**src/rtl/caxi4interconnect_master_addr_router_pkg.sv**
```systemverilog
// Shared definitions for the master address router: FSM encoding and the
// index of the default-error (DERR) slave.
package caxi4interconnect_master_addr_router_pkg;

    typedef enum logic [1:0] {
        ST_IDLE  = 2'd0,
        ST_HOLD  = 2'd1,
        ST_STALL = 2'd2
    } router_state_t;

    // The DERR slave is always the last slave index.
    function automatic int unsigned derr_slave(input int unsigned num_slaves);
        return num_slaves - 1;
    endfunction

endpackage

```
**src/rtl/caxi4interconnect_outstanding_counter.sv**
```systemverilog
// Up/down saturating counter of in-flight transactions. A decrement at zero
// is ignored, an increment at full is blocked unless a decrement frees a slot,
// and a simultaneous increment and decrement leave the count unchanged.
module caxi4interconnect_outstanding_counter #(
    parameter int MAX_COUNT = 8,
    parameter int CNT_WIDTH = 4
) (
    input  logic                 clk,
    input  logic                 rst,
    input  logic                 inc,
    input  logic                 dec,
    output logic [CNT_WIDTH-1:0] count,
    output logic                 full,
    output logic                 empty
);

    logic do_dec;
    logic do_inc;

    assign full  = (count == CNT_WIDTH'(MAX_COUNT));
    assign empty = (count == '0);

    // Qualify the raw requests so the count can never wrap in either direction.
    always_comb begin
        do_dec = dec && !empty;
        do_inc = inc && (!full || do_dec);
    end

    // Count register; both qualified requests together cancel out.
    always_ff @(posedge clk) begin
        // NOTE: sequential state uses non-blocking assignments so every register
        // samples pre-edge values and simulation matches the synthesized flops.
        if (rst) begin
            count <= '0;
        end else if (do_inc && !do_dec) begin
            count <= count + CNT_WIDTH'(1);
        end else if (do_dec && !do_inc) begin
            count <= count - CNT_WIDTH'(1);
        end
    end

endmodule

```
**src/rtl/caxi4interconnect_master_addr_router.sv**
```systemverilog
// Per-master address router. Picks the target slave from the decoder match
// bits (DERR when nothing matches), holds the request in a one-entry stage
// for the crossbar arbiter, and refuses a request to a different slave while
// earlier transactions are still outstanding so responses return in order.
module caxi4interconnect_master_addr_router
    import caxi4interconnect_master_addr_router_pkg::*;
#(
    parameter int NUM_SLAVES       = 4,
    parameter int NUM_SLAVES_WIDTH = 2,
    parameter int ADDR_WIDTH       = 32,
    parameter int ID_WIDTH         = 4,
    parameter int MAX_OUTSTANDING  = 8,
    parameter int CNT_WIDTH        = 4
) (
    input  logic                        ACLK,
    input  logic                        sysReset,
    input  logic                        MASTER_VALID,
    output logic                        MASTER_READY,
    input  logic [ADDR_WIDTH-1:0]       MASTER_ADDR,
    input  logic [ID_WIDTH-1:0]         MASTER_ID,
    input  logic [NUM_SLAVES-2:0]       match,
    output logic                        REQ_VALID,
    input  logic                        REQ_READY,
    output logic [NUM_SLAVES_WIDTH-1:0] REQ_SLAVE,
    output logic [ADDR_WIDTH-1:0]       REQ_ADDR,
    output logic [ID_WIDTH-1:0]         REQ_ID,
    input  logic                        RESP_DONE,
    output logic [CNT_WIDTH-1:0]        outstanding
);

    router_state_t               state;
    router_state_t               next_state;
    logic [NUM_SLAVES_WIDTH-1:0] sel;
    logic [NUM_SLAVES_WIDTH-1:0] cur_slave;
    logic                        stall;
    logic                        accept;
    logic                        issue;
    logic                        ready_idle;
    logic                        cnt_full;
    logic                        cnt_empty;

    // Lowest-index asserted match bit wins; no match routes to DERR.
    always_comb begin
        sel = NUM_SLAVES_WIDTH'(derr_slave(NUM_SLAVES));
        for (int i = NUM_SLAVES - 2; i >= 0; i--) begin
            if (match[i]) begin
                sel = NUM_SLAVES_WIDTH'(i);
            end
        end
    end

    // A new request must wait if it targets another slave while transactions
    // are in flight, or if the in-flight limit is reached.
    assign stall = (!cnt_empty && (sel != cur_slave)) || cnt_full;

    // State register.
    always_ff @(posedge ACLK) begin
        if (sysReset) begin
            state <= ST_IDLE;
        end else begin
            state <= next_state;
        end
    end

    // Next-state and handshake decode.
    always_comb begin
        // NOTE: every output of this block gets a default first, so no path
        // leaves a value unassigned and no latch is inferred.
        next_state = state;
        ready_idle = 1'b0;
        accept     = 1'b0;
        issue      = 1'b0;
        case (state)
            ST_IDLE: begin
                ready_idle = !stall;
                if (MASTER_VALID) begin
                    if (stall) begin
                        next_state = ST_STALL;
                    end else begin
                        accept     = 1'b1;
                        next_state = ST_HOLD;
                    end
                end
            end
            ST_HOLD: begin
                if (REQ_READY) begin
                    issue      = 1'b1;
                    next_state = ST_IDLE;
                end
            end
            ST_STALL: begin
                if (!stall) begin
                    next_state = ST_IDLE;
                end
            end
            default: next_state = ST_IDLE;
        endcase
    end

    // The master is never acknowledged while reset is asserted.
    assign MASTER_READY = ready_idle && !sysReset;
    assign REQ_VALID    = (state == ST_HOLD);

    // Holding stage and the slave that owns the in-flight transactions.
    always_ff @(posedge ACLK) begin
        if (sysReset) begin
            REQ_SLAVE <= '0;
            REQ_ADDR  <= '0;
            REQ_ID    <= '0;
            cur_slave <= '0;
        end else begin
            if (accept) begin
                REQ_SLAVE <= sel;
                REQ_ADDR  <= MASTER_ADDR;
                REQ_ID    <= MASTER_ID;
            end
            if (issue) begin
                cur_slave <= REQ_SLAVE;
            end
        end
    end

    caxi4interconnect_outstanding_counter #(
        .MAX_COUNT (MAX_OUTSTANDING),
        .CNT_WIDTH (CNT_WIDTH)
    ) u_outstanding (
        .clk   (ACLK),
        .rst   (sysReset),
        .inc   (issue),
        .dec   (RESP_DONE),
        .count (outstanding),
        .full  (cnt_full),
        .empty (cnt_empty)
    );

endmodule

```
**config.mk**
```make
export PLATFORM = sky130hd
export DESIGN_NAME = caxi4interconnect_master_addr_router
export DESIGN_NICKNAME = d
export VERILOG_FILES = /design/src/rtl/caxi4interconnect_master_addr_router_pkg.sv /design/src/rtl/caxi4interconnect_outstanding_counter.sv /design/src/rtl/caxi4interconnect_master_addr_router.sv
export SDC_FILE = /design/constraint.sdc
export NUM_CORES = 1
export LEC_CHECK = 0
export ABC_CLOCK_PERIOD_IN_PS = 3100
export BUFFER_PORTS_ARGS = -buffer_cell sky130_fd_sc_hd__buf_2
export CAP_MARGIN = 25
export CELL_PAD_IN_SITES_DETAIL_PLACEMENT = 1
export CELL_PAD_IN_SITES_GLOBAL_PLACEMENT = 2
export CORE_UTILIZATION = 23
export CTS_CLUSTER_DIAMETER = 120
export DETAILED_ROUTE_END_ITERATION = 7
export PLACE_DENSITY_LB_ADDON = 0.1
export SLEW_MARGIN = 20
export SYNTH_ARGS = -nofsm -noshare
export SYNTH_HDL_FRONTEND = slang
export SYNTH_HIERARCHICAL = 1
export SYNTH_SLANG_ARGS = --single-unit
```
**constraint.sdc**
```tcl
create_clock -name ACLK -period 3.1 [get_ports ACLK]
set_input_delay 0.31 -clock ACLK [delete_from_list [all_inputs] [get_ports ACLK]]
set_output_delay 0.31 -clock ACLK [all_outputs]
set_load 0.1 [all_outputs]
```
==> results_dict.tcl <==
set metrics [dict create \
    ys_warn_count 6 \
    place_hpwl_mm 4.12 \
    cp.required_ps 3290 \
    min_to "REQ_ADDR[16]" \
    synth_common_cells "dfxtp_1 (46), a21oi_1 (43), nand3_1 (40)" \
    drt-vias-per-instance 4.82 \
    crit_type "reg2reg" \
    coreArea_um2 8340 \
    area_growth_pct 32.2 \
    yosys.cell_count.top_type "dfxtp_1" \
    antenna_found_initial 0 \
    grt_setup_unrepaired "no" \
    synthFlopType "dfxtp_1" \
    yosysTopAreaCell "dfxtp_1" \
    fin_area_um2 2660 \
    synth_nets 280 \
    endpoint_kind "register" \
    num_rows 33 \
    ctsResizeCount 0 \
    fin_worst_skew_ps 7.49 \
    cp_max_fo 6 \
    worstReg2RegStart "u_outstanding/count[1]" \
    design.die.area_um2 9130 \
    grt_pass1_vias 2001 \
    cts_made_buffers 5 \
    slew_headroom_pct 65.5 \
    cpPeakStageDelay_ps 380 \
    cp_num_cells 10 \
    min-delay-start "MASTER_ADDR[16]" \
    nets 361 \
    clock_path_buffers 2 \
    die_x_um 95.5 \
    routedWlPerCell_um 15.1 \
    grt_use_total_pct 13.9 \
    ys_ff_latch 46 \
    powerDensity_nw_per_um2 1200 \
    cts_root_buffer "clkbuf_8" \
    post-cts-setup-buffers 0 \
    gp_congestion 0.720 \
    initial_core_util_pct 24.1 \
    synthCells 232 \
    ctsHtreeMaxLevel 2 \
    regToRegSetupSlack_ps 550 \
    avgSynthCellArea_um2 8.67 \
    cts.sinks 46 \
    vias 2019 \
    synthArstFlopShare_pct 0 \
    cp.arrival_ps 2740 \
    hp-class "in2reg" \
    tns_ps 0 \
    crit_family "compound AO/OA/AOI/OAI gates" \
    slew_viol_final 0 \
    drc 0 \
    postPlaceCellArea_um2 2550 \
    io_pins 88 \
    min_period_over_period_pct 82.4 \
    clock_latency_ps 290 \
    drt_iter0_drc 25 \
    drt-total-wl_mm 6.33 \
    cp_slowest_cell "dfxtp_1" \
    ir_drop_v 0.000442 \
    synthDistinctLibCells 38 \
    worstMarginPinSlew_ps 518 \
    start_kind "register" \
    cts_tree "done" \
    post-route-util_pct 31.9 \
    crit_top_cell "ha_1" \
    grt_max_degree 47 \
    hold_viol 0 \
    r2r-end "u_outstanding/count[3]" \
    cts_hold_buffers 0 \
    max_freq_mhz 392 \
    synthesis.area_um2 2010 \
    die_h_um 95.5 \
    grt_pass1_wl_mm 9.78 \
    synth-edff-count 0 \
    ys_seq_area_share_pct 45.8 \
    io_buffer_count 87 \
    worstRegToRegCells 10 \
    path_cells "nor4_1, buf_4, nand2b_1, ha_1, inv_1, ha_1, a21oi_1, a211oi_2, a31oi_1, mux2_1" \
    leakage_uw 0.00115 \
    ant_nets 0 \
    clk_pin_slew_worst_paths_ps 90 \
    max_cap_violations 0 \
    status "finished clean" \
    drtPass1Iterations 4 \
    whs_path_depth 3 \
    critPathBufInv 2 \
    diodes 0 \
    yosysTopAreaCellShare_pct 45.8 \
    setup_viol 0 \
    synth_area_leaders "dfxtp_1 (46%), a21oi_1 (11%), nand3_1 (10%)" \
    grt-ovfl-total 0 \
    drive_above_1_share_pct 35.4 \
    post-route-min-period_ps 2550 \
]
## flip-flops by register name (all words and copies together), names as in the netlist
| register | count |
|---|---|
| REQ_ADDR | 32 |
| REQ_ID | 4 |
| u_outstanding/count | 4 |
| REQ_SLAVE | 2 |
| cur_slave | 2 |
| state | 2 |
## cell type report
cell class                 instances  area (µm²)
clock buffer                       7        76.3
clock inverter                     1        30.0
fill                            1020        5680
inverter                           4        15.0
multi-input combinational        161         988
sequential                        46         922
tap                              105         131
timing repair buffer              95         495
## through the flow
step / cells / worst slack [ps] / power (µW) / hold slack (ps)
floorplan: 232 / 104 / 2420 / 382
global placement: 411 / 620 / 2800 / 460
detailed placement: 411 / 554 / 2800 / 471
CTS: 419 / 536 / 3260 / 242
global route: 419 / 362 / 3390 / 249
finish: 419 / 546 / 3200 / 256
## worst max-delay path by stage
| stage | startpoint | end | slack [ps] |
|---|---|---|---|
| after floorplan | u_outstanding/count[1] | u_outstanding/count[3] | 100 |
| after global placement | u_outstanding/count[1] | u_outstanding/count[3] | 620 |
| after detailed placement | u_outstanding/count[1] | u_outstanding/count[3] | 550 |
| after CTS | u_outstanding/count[1] | u_outstanding/count[3] | 540 |
| after global routing | u_outstanding/count[1] | u_outstanding/count[3] | 360 |
| final | u_outstanding/count[1] | u_outstanding/count[3] | 550 |
## power by group
| group | switching [µW] | internal (µW) | total (µW) |
|---|---|---|---|
| Sequential | 96.0 | 726 | 822 |
| Combinational | 1540 | 391 | 1930 |
| Clock | 204 | 242 | 445 |
## metal layers
layer	share of wire (%)	vias up	wire length (µm)	track usage (%)
met2	45	50	2860	23.4
li1	-	994	-	-
met1	48	973	3050	18.0
met4	0.41	0	26	2.99
met3	6.3	2	401	3.35
met5	0	-	0	0
## worst register-to-register path: stages (launching register included)
cell and delay (ps):
dfxtp_1 380, nor4_1 320, buf_4 180, nand2b_1 110, ha_1 160, inv_1 90
ha_1 330, a21oi_1 240, a211oi_2 110, a31oi_1 180, mux2_1 330
## cell families after synthesis
kind of cell	Yosys count	share of synthesized area, %
compound gates	88	24.4
simple gates	64	18.8
flops	46	45.8
buf+inv	25	5.78
fa+ha+maj	4	2.86
xor+xnor	3	1.31
mux	2	1.06
## placed cells by master, fill, tap and decap left out, types with 2 or more instances in the layout
cell type	count
clkbuf_1	2
nand3_1	40
nand2_1	3
a21oi_1	43
dfxtp_1	45
o21ai_1	9
buf_4	8
nor2_1	8
inv_1	4
ha_1	3
buf_2	87
nor3b_2	2
clkbuf_8	5
o21ai_0	29
xor2_1	2
Note: power is estimated with default switching activity, not from simulation.
